--- config.mk ---
export PLATFORM = sky130hd
export DESIGN_NAME = control_unit_flat
export DESIGN_NICKNAME = d
export VERILOG_FILES = /design/src/rtl/control_unit_if.sv /design/src/rtl/control_unit.sv /design/src/flat_wrapper.sv
export SDC_FILE = /design/constraint.sdc
export NUM_CORES = 1
export LEC_CHECK = 0
export CAP_MARGIN = 30
export CORE_UTILIZATION = 39
export DETAILED_ROUTE_END_ITERATION = 6
export GPL_TIMING_DRIVEN = 1
export HOLD_SLACK_MARGIN = 0.15
export PLACE_DENSITY = 0.9
export SYNTH_ARGS = -nofsm -noshare
export SYNTH_HDL_FRONTEND = slang
export SYNTH_SLANG_ARGS = --single-unit
--- constraint.sdc ---
create_clock -name clock -period 4.72 [get_ports clock]
set_clock_uncertainty 0.15 [all_clocks]
set_input_delay 1.18 -clock clock [delete_from_list [all_inputs] [get_ports clock]]
set_output_delay 1.18 -clock clock [all_outputs]
set_load 0.01 [all_outputs]
--- src/rtl/control_unit_if.sv ---
// Control bundle between the hardwired sequencer (master) and the CPU datapath / IR side (slave).
// Carries the IR, CON, stop and run handshake signals, the ALU select and every datapath strobe.
interface control_unit_if;
  logic [31:0] ir;
  logic        con;
  logic        stop;
  logic        run;
  logic [4:0]  opcode;
  logic        Read, Write, IncPC;
  logic        Gra, Grb, Grc, Rin, Rout, BAout;
  logic        HIin, LOin, Yin, Zin, PCin, IRin, MARin, MDRin, InPortin, CONin;
  logic        HIout, LOout, Yout, Zhighout, Zlowout, PCout, MARout, MDRout, InPortout, Cout;

  modport master (
    input  ir, con, stop,
    output run, opcode, Read, Write, IncPC,
    output Gra, Grb, Grc, Rin, Rout, BAout,
    output HIin, LOin, Yin, Zin, PCin, IRin, MARin, MDRin, InPortin, CONin,
    output HIout, LOout, Yout, Zhighout, Zlowout, PCout, MARout, MDRout, InPortout, Cout
  );

  modport slave (
    output ir, con, stop,
    input  run, opcode, Read, Write, IncPC,
    input  Gra, Grb, Grc, Rin, Rout, BAout,
    input  HIin, LOin, Yin, Zin, PCin, IRin, MARin, MDRin, InPortin, CONin,
    input  HIout, LOout, Yout, Zhighout, Zlowout, PCout, MARout, MDRout, InPortout, Cout
  );
endinterface

--- src/rtl/control_unit.sv ---
// Hardwired multi-cycle sequencer: strobes are a combinational decode of step, IR opcode and CON.
// 3 to 8 cycles per instruction; no backpressure, stop is honoured only at an instruction boundary.
module control_unit (
  input  logic           clock,
  input  logic           clear,
  control_unit_if.master cu
);

  typedef enum logic [3:0] {
    S_T0, S_T1, S_T2, S_T3, S_T4, S_T5, S_T6, S_T7, S_HALT
  } state_t;

  typedef enum logic [3:0] {
    C_NOP, C_RTYPE, C_IMM, C_UNARY, C_LDI, C_LD, C_ST, C_MULDIV,
    C_BR, C_JR, C_IN, C_MFHI, C_MFLO, C_HALT
  } iclass_t;

  state_t     state_q, state_d;
  logic       run_q, run_d;
  iclass_t    iclass;
  state_t     last_step;
  logic [4:0] alu_sel;
  logic [4:0] op;

  assign op = cu.ir[31:27];

  always_comb begin
    iclass  = C_NOP;
    alu_sel = 5'b00000;
    case (op)
      5'd0:  begin iclass = C_LD;  alu_sel = 5'b00011; end
      5'd1:  begin iclass = C_LDI; alu_sel = 5'b00011; end
      5'd2:  begin iclass = C_ST;  alu_sel = 5'b00011; end
      5'd3, 5'd4, 5'd5, 5'd6, 5'd7, 5'd8, 5'd9, 5'd10, 5'd11:
             begin iclass = C_RTYPE; alu_sel = op; end
      5'd12: begin iclass = C_IMM; alu_sel = 5'b00011; end
      5'd13: begin iclass = C_IMM; alu_sel = 5'b00101; end
      5'd14: begin iclass = C_IMM; alu_sel = 5'b00110; end
      5'd15, 5'd16: begin iclass = C_MULDIV; alu_sel = op; end
      5'd17, 5'd18: begin iclass = C_UNARY;  alu_sel = op; end
      5'd19: begin iclass = C_BR;  alu_sel = 5'b00011; end
      5'd20: iclass = C_JR;
      5'd22: iclass = C_IN;
      5'd24: iclass = C_MFHI;
      5'd25: iclass = C_MFLO;
      5'd27: iclass = C_HALT;
      default: iclass = C_NOP;
    endcase
  end

  always_comb begin
    last_step = S_T2;
    case (iclass)
      C_JR, C_IN, C_MFHI, C_MFLO: last_step = S_T3;
      C_UNARY:                    last_step = S_T4;
      C_RTYPE, C_IMM, C_LDI:      last_step = S_T5;
      C_MULDIV, C_BR:             last_step = S_T6;
      C_LD, C_ST:                 last_step = S_T7;
      default:                    last_step = S_T2;
    endcase
  end

  // The first edge after clear only arms run; the step counter holds at T0 for that edge.
  always_comb begin
    state_d = state_q;
    if (state_q == S_HALT) begin
      state_d = S_HALT;
    end else if (!run_q) begin
      state_d = S_T0;
    end else if (state_q == last_step) begin
      state_d = (iclass == C_HALT || cu.stop) ? S_HALT : S_T0;
    end else begin
      state_d = state_t'(state_q + 4'd1);
    end
    run_d = (state_d != S_HALT);
  end

  always_ff @(posedge clock or negedge clear) begin
    if (!clear) begin
      state_q <= S_T0;
      run_q   <= 1'b0;
    end else begin
      state_q <= state_d;
      run_q   <= run_d;
    end
  end

  assign cu.run = run_q;

  always_comb begin
    cu.opcode = 5'b00000;
    cu.Read = 1'b0; cu.Write = 1'b0; cu.IncPC = 1'b0;
    cu.Gra = 1'b0; cu.Grb = 1'b0; cu.Grc = 1'b0; cu.Rin = 1'b0; cu.Rout = 1'b0; cu.BAout = 1'b0;
    cu.HIin = 1'b0; cu.LOin = 1'b0; cu.Yin = 1'b0; cu.Zin = 1'b0; cu.PCin = 1'b0;
    cu.IRin = 1'b0; cu.MARin = 1'b0; cu.MDRin = 1'b0; cu.InPortin = 1'b0; cu.CONin = 1'b0;
    cu.HIout = 1'b0; cu.LOout = 1'b0; cu.Yout = 1'b0; cu.Zhighout = 1'b0; cu.Zlowout = 1'b0;
    cu.PCout = 1'b0; cu.MARout = 1'b0; cu.MDRout = 1'b0; cu.InPortout = 1'b0; cu.Cout = 1'b0;
    if (run_q) begin
      if (state_q >= S_T3 && state_q <= S_T7) cu.opcode = alu_sel;
      case (state_q)
        S_T0: begin cu.PCout = 1'b1; cu.MARin = 1'b1; cu.IncPC = 1'b1; cu.Zin = 1'b1; end
        S_T1: begin cu.Zlowout = 1'b1; cu.PCin = 1'b1; cu.Read = 1'b1; cu.MDRin = 1'b1; end
        S_T2: begin cu.MDRout = 1'b1; cu.IRin = 1'b1; end
        S_T3: case (iclass)
          C_RTYPE, C_IMM:    begin cu.Grb = 1'b1; cu.Rout = 1'b1; cu.Yin = 1'b1; end
          C_UNARY:           begin cu.Grb = 1'b1; cu.Rout = 1'b1; cu.Zin = 1'b1; end
          C_LDI, C_LD, C_ST: begin cu.Grb = 1'b1; cu.BAout = 1'b1; cu.Yin = 1'b1; end
          C_MULDIV:          begin cu.Gra = 1'b1; cu.Rout = 1'b1; cu.Yin = 1'b1; end
          C_BR:              begin cu.Gra = 1'b1; cu.Rout = 1'b1; cu.CONin = 1'b1; end
          C_JR:              begin cu.Gra = 1'b1; cu.Rout = 1'b1; cu.PCin = 1'b1; end
          C_IN:              begin cu.InPortout = 1'b1; cu.Gra = 1'b1; cu.Rin = 1'b1; end
          C_MFHI:            begin cu.HIout = 1'b1; cu.Gra = 1'b1; cu.Rin = 1'b1; end
          C_MFLO:            begin cu.LOout = 1'b1; cu.Gra = 1'b1; cu.Rin = 1'b1; end
          default: ;
        endcase
        S_T4: case (iclass)
          C_RTYPE:                  begin cu.Grc = 1'b1; cu.Rout = 1'b1; cu.Zin = 1'b1; end
          C_IMM, C_LDI, C_LD, C_ST: begin cu.Cout = 1'b1; cu.Zin = 1'b1; end
          C_UNARY:                  begin cu.Zlowout = 1'b1; cu.Gra = 1'b1; cu.Rin = 1'b1; end
          C_MULDIV:                 begin cu.Grb = 1'b1; cu.Rout = 1'b1; cu.Zin = 1'b1; end
          C_BR:                     begin cu.PCout = 1'b1; cu.Yin = 1'b1; end
          default: ;
        endcase
        S_T5: case (iclass)
          C_RTYPE, C_IMM, C_LDI: begin cu.Zlowout = 1'b1; cu.Gra = 1'b1; cu.Rin = 1'b1; end
          C_LD, C_ST:            begin cu.Zlowout = 1'b1; cu.MARin = 1'b1; end
          C_MULDIV:              begin cu.Zlowout = 1'b1; cu.LOin = 1'b1; end
          C_BR:                  begin cu.Cout = 1'b1; cu.Zin = 1'b1; end
          default: ;
        endcase
        S_T6: case (iclass)
          C_LD:     begin cu.Read = 1'b1; cu.MDRin = 1'b1; end
          C_ST:     begin cu.Gra = 1'b1; cu.Rout = 1'b1; cu.MDRin = 1'b1; end
          C_MULDIV: begin cu.Zhighout = 1'b1; cu.HIin = 1'b1; end
          C_BR:     begin cu.Zlowout = cu.con; cu.PCin = cu.con; end
          default: ;
        endcase
        S_T7: case (iclass)
          C_LD:    begin cu.MDRout = 1'b1; cu.Gra = 1'b1; cu.Rin = 1'b1; end
          C_ST:    cu.Write = 1'b1;
          default: ;
        endcase
        default: ;
      endcase
    end
  end

endmodule

--- src/flat_wrapper.sv ---
// flat-port wrapper written by rule: the top's interface ports become plain ports
module control_unit_flat 
  (clock, clear, cu_ir, cu_con, cu_stop, cu_run, cu_opcode, cu_Read, cu_Write, cu_IncPC, cu_Gra, cu_Grb, cu_Grc, cu_Rin, cu_Rout, cu_BAout, cu_HIin, cu_LOin, cu_Yin, cu_Zin, cu_PCin, cu_IRin, cu_MARin, cu_MDRin, cu_InPortin, cu_CONin, cu_HIout, cu_LOout, cu_Yout, cu_Zhighout, cu_Zlowout, cu_PCout, cu_MARout, cu_MDRout, cu_InPortout, cu_Cout);
  control_unit_if cu_i ();
  input  logic clock;
  input  logic clear;
  input wire logic [$bits(cu_i.ir)-1:0] cu_ir;
  input wire logic [$bits(cu_i.con)-1:0] cu_con;
  input wire logic [$bits(cu_i.stop)-1:0] cu_stop;
  output wire logic [$bits(cu_i.run)-1:0] cu_run;
  output wire logic [$bits(cu_i.opcode)-1:0] cu_opcode;
  output wire logic [$bits(cu_i.Read)-1:0] cu_Read;
  output wire logic [$bits(cu_i.Write)-1:0] cu_Write;
  output wire logic [$bits(cu_i.IncPC)-1:0] cu_IncPC;
  output wire logic [$bits(cu_i.Gra)-1:0] cu_Gra;
  output wire logic [$bits(cu_i.Grb)-1:0] cu_Grb;
  output wire logic [$bits(cu_i.Grc)-1:0] cu_Grc;
  output wire logic [$bits(cu_i.Rin)-1:0] cu_Rin;
  output wire logic [$bits(cu_i.Rout)-1:0] cu_Rout;
  output wire logic [$bits(cu_i.BAout)-1:0] cu_BAout;
  output wire logic [$bits(cu_i.HIin)-1:0] cu_HIin;
  output wire logic [$bits(cu_i.LOin)-1:0] cu_LOin;
  output wire logic [$bits(cu_i.Yin)-1:0] cu_Yin;
  output wire logic [$bits(cu_i.Zin)-1:0] cu_Zin;
  output wire logic [$bits(cu_i.PCin)-1:0] cu_PCin;
  output wire logic [$bits(cu_i.IRin)-1:0] cu_IRin;
  output wire logic [$bits(cu_i.MARin)-1:0] cu_MARin;
  output wire logic [$bits(cu_i.MDRin)-1:0] cu_MDRin;
  output wire logic [$bits(cu_i.InPortin)-1:0] cu_InPortin;
  output wire logic [$bits(cu_i.CONin)-1:0] cu_CONin;
  output wire logic [$bits(cu_i.HIout)-1:0] cu_HIout;
  output wire logic [$bits(cu_i.LOout)-1:0] cu_LOout;
  output wire logic [$bits(cu_i.Yout)-1:0] cu_Yout;
  output wire logic [$bits(cu_i.Zhighout)-1:0] cu_Zhighout;
  output wire logic [$bits(cu_i.Zlowout)-1:0] cu_Zlowout;
  output wire logic [$bits(cu_i.PCout)-1:0] cu_PCout;
  output wire logic [$bits(cu_i.MARout)-1:0] cu_MARout;
  output wire logic [$bits(cu_i.MDRout)-1:0] cu_MDRout;
  output wire logic [$bits(cu_i.InPortout)-1:0] cu_InPortout;
  output wire logic [$bits(cu_i.Cout)-1:0] cu_Cout;
  assign cu_i.ir = cu_ir;
  assign cu_i.con = cu_con;
  assign cu_i.stop = cu_stop;
  assign cu_run = cu_i.run;
  assign cu_opcode = cu_i.opcode;
  assign cu_Read = cu_i.Read;
  assign cu_Write = cu_i.Write;
  assign cu_IncPC = cu_i.IncPC;
  assign cu_Gra = cu_i.Gra;
  assign cu_Grb = cu_i.Grb;
  assign cu_Grc = cu_i.Grc;
  assign cu_Rin = cu_i.Rin;
  assign cu_Rout = cu_i.Rout;
  assign cu_BAout = cu_i.BAout;
  assign cu_HIin = cu_i.HIin;
  assign cu_LOin = cu_i.LOin;
  assign cu_Yin = cu_i.Yin;
  assign cu_Zin = cu_i.Zin;
  assign cu_PCin = cu_i.PCin;
  assign cu_IRin = cu_i.IRin;
  assign cu_MARin = cu_i.MARin;
  assign cu_MDRin = cu_i.MDRin;
  assign cu_InPortin = cu_i.InPortin;
  assign cu_CONin = cu_i.CONin;
  assign cu_HIout = cu_i.HIout;
  assign cu_LOout = cu_i.LOout;
  assign cu_Yout = cu_i.Yout;
  assign cu_Zhighout = cu_i.Zhighout;
  assign cu_Zlowout = cu_i.Zlowout;
  assign cu_PCout = cu_i.PCout;
  assign cu_MARout = cu_i.MARout;
  assign cu_MDRout = cu_i.MDRout;
  assign cu_InPortout = cu_i.InPortout;
  assign cu_Cout = cu_i.Cout;
  control_unit u_core (.clock(clock), .clear(clear), .cu(cu_i));
endmodule
# Word level (Yosys, flattened, before mapping)
# Memory sizes are Yosys's and may differ from the RTL's.
# Index checks and enable logic that the tools add are counted.
dict set report classes {
  n_addsub 1
  n_lt_le_gt_ge 2
  n_eq_ne 47
  muxes 79
  n_reduce_logical 20
}
# op count
set op_table {}
lappend op_table {{2-to-1 mux 1 bit} 57}
lappend op_table {{case mux 4 bit (13 select lines)} 1}
lappend op_table {{equality test 5 bit, second input constant} 9}
lappend op_table {{equality test 5 x 4 -> 1 bit, second input constant} 8}
lappend op_table {{equality test 4 x 3 -> 1 bit, second input constant} 8}
lappend op_table {{equality test 4 bit, second input constant} 7}
lappend op_table {{OR reduction 6 bit} 4}
lappend op_table {{equality test 5 x 3 -> 1 bit, second input constant} 4}
lappend op_table {{case mux 5 bit (4 select lines)} 1}
lappend op_table {{equality test 4 x 2 -> 1 bit, second input constant} 4}
lappend op_table {{2-to-1 mux 4 bit} 4}
lappend op_table {{case mux 1 bit (2 select lines)} 8}
lappend op_table {{OR reduction 13 bit} 1}
lappend op_table {{case mux 1 bit (4 select lines)} 3}
lappend op_table {{OR reduction 3 bit} 4}
lappend op_table {{equality test 5 x 2 -> 1 bit, second input constant} 2}
lappend op_table {{2-to-1 mux 5 bit} 2}
lappend op_table {{OR reduction 9 bit} 1}
lappend op_table {{equality test 4 x 1 -> 1 bit, second input constant} 2}
lappend op_table {{OR reduction 2 bit} 4}
lappend op_table {{case mux 1 bit (3 select lines)} 2}
lappend op_table {{equality test 5 x 1 -> 1 bit, second input constant} 1}
lappend op_table {{logical NOT 5 bit} 1}
lappend op_table {{case mux 1 bit (5 select lines)} 1}
lappend op_table {{10 further kinds} 10}
dict set report totals {
  register_bits 5
  mem_bits_ro 48
  input_bits 36
  output_inout_bits 35
  elab_cells 152
  mem_count 1
}
# memory words word_bits rd rd_ports_with_merged_regs wr line
set mem_list {}
lappend mem_list {{(name not given)} 16 3 1 0 0 control_unit.sv:53} ;# case (iclass)

# Logic depth before layout (Yosys ltp)
dict set report logic_depth {
  word_depth 10
  depth_mapped 15
  ltp_nobuf 14
}

# Least setup slack after synthesis
# OpenSTA, ideal clock, no wires.
dict set report synth_path {
  path_type {input to output}
  from {input port cu_ir[29]}
  to {output port cu_Zlowout}
  t_arrival_ps 3419
  required_time_ps 3390
  path_slack_ps -29
  cell_stages 13
  path_buffers 3
  cell_sequence {buf_6 clkbuf_1 o21ai_0 a21oi_1 nor2_1 a221oi_1 inv_1 ha_1 buf_1 nor4_1 o21a_1 o221ai_1 and3_1}
}
dict set report synth_between {
  elab_chain_cells 8
}
# element line
set synth_rtl {}
lappend synth_rtl {{from (decl)} flat_wrapper.sv:7} ;# input wire logic [$bits(cu_i.ir)-1:0] cu_ir;
lappend synth_rtl {{equality test 5 x 2 -> 1 bit (tied with other cells)} control_unit.sv:30} ;# case (op)
lappend synth_rtl {{OR reduction 9 bit (tied with other cells)} control_unit.sv:30}
lappend synth_rtl {{case mux 4 bit (13 select lines) *} control_unit.sv:30}
lappend synth_rtl {{equality test 4 x 1 -> 1 bit (tied with other cells)} control_unit.sv:124} ;# S_T5: case (iclass)
lappend synth_rtl {{OR reduction 6 bit (no source line)} -}
lappend synth_rtl {{2-to-1 mux 1 bit} control_unit.sv:124}
lappend synth_rtl {{case mux 1 bit (4 select lines) *} control_unit.sv:100} ;# case (state_q)
lappend synth_rtl {{2-to-1 mux 1 bit *} control_unit.sv:98} ;# if (run_q) begin
lappend synth_rtl {{to (decl)} flat_wrapper.sv:35} ;# output wire logic [$bits(cu_i.Zlowout)-1:0] cu_Zlowout;
# Mark *: on every way between the ends. The rest lies on a longest branch, timed or not.

# Worst setup path after layout
dict set report layout_path {
  from {input port cu_ir[30]}
  to {output port cu_Gra}
}
dict set report layout_between {
  elab_chain_cells 8
}
# element line
set layout_rtl {}
lappend layout_rtl {{equality test 5 x 2 -> 1 bit (tied with other cells)} control_unit.sv:30}
lappend layout_rtl {{OR reduction 9 bit (tied with other cells)} control_unit.sv:30}
lappend layout_rtl {{case mux 4 bit (13 select lines) *} control_unit.sv:30}
lappend layout_rtl {{equality test 4 bit (tied with other cells)} control_unit.sv:104} ;# S_T3: case (iclass)
lappend layout_rtl {{OR reduction 6 bit (no source line) / OR reduction 3 bit (equally long branches)} -}
lappend layout_rtl {{2-to-1 mux 1 bit, on equally long branches} {control_unit.sv:104, control_unit.sv:124}}
lappend layout_rtl {{case mux 1 bit (5 select lines) *} control_unit.sv:100}
lappend layout_rtl {{2-to-1 mux 1 bit *} control_unit.sv:98}
lappend layout_rtl {{to (decl)} flat_wrapper.sv:15} ;# output wire logic [$bits(cu_i.Gra)-1:0] cu_Gra;
# Marked as above.

==> results.txt <==
Max Fclk -> 216 MHz
Time the worst path needs with I/O delays and setup -> 4.62 ns
Post-detail-place hpwl -> 3.99 mm
Worst path max stage delay -> 0.37 ns
Hold Violations, Final -> 0
Buffers plus inverters on the worst setup path -> 6
Clock sink total -> 5
Worst hold path stage count -> 1
Share of the clock period used by the worst path -> 97.9%
Top flip-flop cell by instance count after synthesis -> dfrtp_1
IO Pins -> 71
DRC -> 0
R2r startpoint -> u_core.state_q[2]
CP Max Fanout -> 6
Share of power burned in the clock network -> 10.0%
Final std cell area, no fill -> 2520 um2
Worst reg2reg path endpoint -> u_core.state_q[3]
Number of setup violations in the final report -> 0
Level count of the clock H-tree -> 1
Share of final-layout standard cells stronger than drive strength 1 -> 34.5%
All-Layer GR Usage -> 25.4%
Vias in the first global route -> 1935
Setup total negative slack -> 0 ns
TritonCTS clock tree -> done
Setup slack of the most critical reg-to-reg path -> 2.59 ns
Max-capacitance violation count -> 0
Arithmetic-cell share of the synthesized area counting full adders, half adders and majority gates -> 8.79%
Die height -> 65.4 um
Critical path arrival -> 3.29 ns
Number of design-rule violations left by the first detailed-router iteration -> 252
Average cell area after synthesis -> 6.58 um2
Number of slew-limit violations in the final report -> 0
Family with the most delay on the worst path -> buffers and inverters
DR WL/cell -> 15.2 um
CP Launch Type -> input pin
Worst-case clock buffer depth -> 2
Status -> complete, no violations
Depth of the worst register-to-register path -> 4
Power density of the placed cells -> 308 nW/um2
Floorplan row count -> 22
Setup repair after global routing missed its margin -> true
Total wirelength of the detailed-routed design -> 5.62 mm
Proportion of power drawn by flip-flops and latches -> 14.8%
Post-synthesis compound-gate area fraction -> 33.9%
Pin count of the biggest net entering global routing -> 19
Multiplexer fraction of the synthesized cell area -> 0.639%
Pre-CTS setup slack -> -0.764 ns
Number of distinct library cells after synthesis -> 60
Cell types with the largest area share after synthesis -> ha_1 8.8%, dfrtp_1 8.0%, nor2_1 6.7%, o21ai_0 6.1%, nand2_1 4.8%
Cells along the critical path -> dlygate4sd2_1 > inv_2 > xnor2_1 > a21oi_1 > or3_4 > inv_4 > ha_4 > buf_4 > a32oi_1 > o31a_1 > buf_4 > a21oi_2 > clkbuf_2
Area leader, netlist -> ha_1
Area growth, synth to finish -> 60.9%
Simple-gate portion of the synthesized area -> 35.3%
Total vias in the final route -> 2200
Clock transition time at the flip-flop clock pins of the worst setup and hold paths -> 0.03 ns
Required time at the endpoint of the critical path -> 3.39 ns
Post-route antenna net violation count -> 0
First-pass GRT wire length -> 8.71 mm
Hold EP -> u_core.state_q[0]
Worst vdd rail ir drop -> 0.000341 V
Power Internal -> 0.385 mW
Most common cell on crit path -> buf_4
Cell count after synthesis -> 238
N_diodes -> 0
Relative slew margins -> 48.6%
Slew at the pin with the worst max-slew slack -> 0.770 ns
Netlist area before placement -> 1570 um2
Cells after DPL -> 359
Area of the die -> 4270 um2
Combinational Power Share -> 75.2%
Hold WC Path Type -> flop to flop
Count of non-filler cells in the finished layout -> 370
Fraction of synthesized cell area in xor and xnor cells -> 2.80%
Highest-count cells in the layout ignoring fill and taps -> 58 x buf_4, 24 x nor2_1, 18 x nand2_1
Static leakage -> 1.15 nW
Total congestion overflow -> 0
Number of nets in the layout -> 370
Yosys top cell area share -> 8.79%
Number of enable flip-flop cells after synthesis -> 0
Total number of yosys warnings -> 0
WS Path Type -> input pin to output port
Cell area reported after detailed placement -> 2310 um2
Initial cell density of the core -> 41.8%
Hold slack -> 0.439 ns
Sequential area share after synthesis -> 7.99%
Area inside the core boundary -> 3740 um2
Worst hold start -> u_core.state_q[0]
Most common cell after layout, fill and taps aside -> buf_4
Detailed-router iteration count before antenna repair -> 5
Routability congestion estimate from global placement -> 0.966
Clock latency on the worst-skew pair -> 0.22 ns
Worst path setup slack after routing -> 0.0981 ns
Initial antenna violation count -> 0
Switching share of power -> 50.5%
PnR Total Power -> 0.777 mW
Number of buffers created by CTS -> 3
Post-layout util -> 67.3%
Slowest cell on crit path -> or3_4
Horizontal extent of the die -> 65.4 um
Critical Path Sink Type -> output port
Post-synthesis register bit count -> 5
Count of buffers from port buffering -> 40
Average via count per standard cell -> 5.95
Library cell used as clock root buffer -> clkbuf_8
Fraction of synthesis flops using an asynchronous set or reset pin -> 100%
Largest family of logic cells by synthesized area -> simple AND/OR/NAND/NOR gates
Switching Power -> 0.392 mW
## routing by layer
layer,vias up,wire length [um],track usage [%]
li1,1036,-,-
met1,1018,2340,33.1
met2,126,2780,44.6
met3,20,374,1.74
met4,0,126,7.07
met5,-,0,0
## how the worst max path moves through the flow
stage,endpoint,slack (ns),depth (start not counted),start
after global routing,cu_Cout,-0.04,15,cu_ir[28]
final,cu_Gra,0.1,13,cu_ir[30]
after detailed placement,cu_Zlowout,-0.76,13,cu_ir[27]
after floorplan,cu_Zlowout,0.12,13,cu_ir[29]
after global placement,cu_Zlowout,-0.71,13,cu_ir[27]
after CTS,cu_Rin,0.007,13,cu_ir[27]
## power groups by stage
stage | registers (mW) | clock network, mW | logic (mW)
after global routing | 0.120 | 0.0841 | 0.638
after detailed placement | 0.113 | 0 | 0.544
final | 0.115 | 0.0774 | 0.584
after global placement | 0.112 | 0 | 0.526
after floorplan | 0.0820 | 0 | 0.361
after CTS | 0.112 | 0.0804 | 0.550
## cells in the mapped netlist, drive strengths merged, types with 3 or more instances
library cell / n
nand3: 7
a21o: 4
nand4: 3
ha: 11
nor4: 4
and3: 8
and2: 4
xnor2: 4
or3: 3
nand2b: 6
dfrtp: 5
o21a: 4
nor2: 28
nand3b: 5
clkbuf: 9
buf: 13
nor3: 4
inv: 10
nor3b: 5
nor2b: 3
o21ai: 21
a31oi: 5
a21oi: 14
nand2: 20
## sequential cells by signal (all words and copies together) (netlist names)
register / cells
u_core.state_q: 4
u_core.cu.run: 1
## repair_timing
action                     in CTS  in global routing
pin swaps                      12                 11
setup endpoints to repair      24                 19
gates resized for setup        66                 32
setup buffers                   1                  6
hold buffers                    0                  0
## area by class of cell
type                    instances  area, um2
well taps                      48       60.1
multi-input cells             203       1450
inverters                      10       40.0
repair buffers                100        802
flip-flops and latches          5        125
fillers                       303       1220
clock buffers                   4       45.0
## worst reg2reg max path, stage by stage, from the launching register on
cell and delay, ns:
dfrtp_1 0.65, nor2b_1 0.69, nand4_1 0.20, a31o_2 0.25, o2111ai_1 0.10
## cells by family (layout without fill, tap and decap cells)
group / Yosys count / count (layout)
and+or+nand+nor: 105 / 105
muxes: 1 / 1
DFF: 5 / 5
other: 1 / 3
buffers and inverters: 32 / 114
adders and majority gates: 11 / 11
AOI/OAI and AO/OA: 78 / 78
xor gates and xnor gates: 5 / 5
Power figures use the tool's default switching activity.
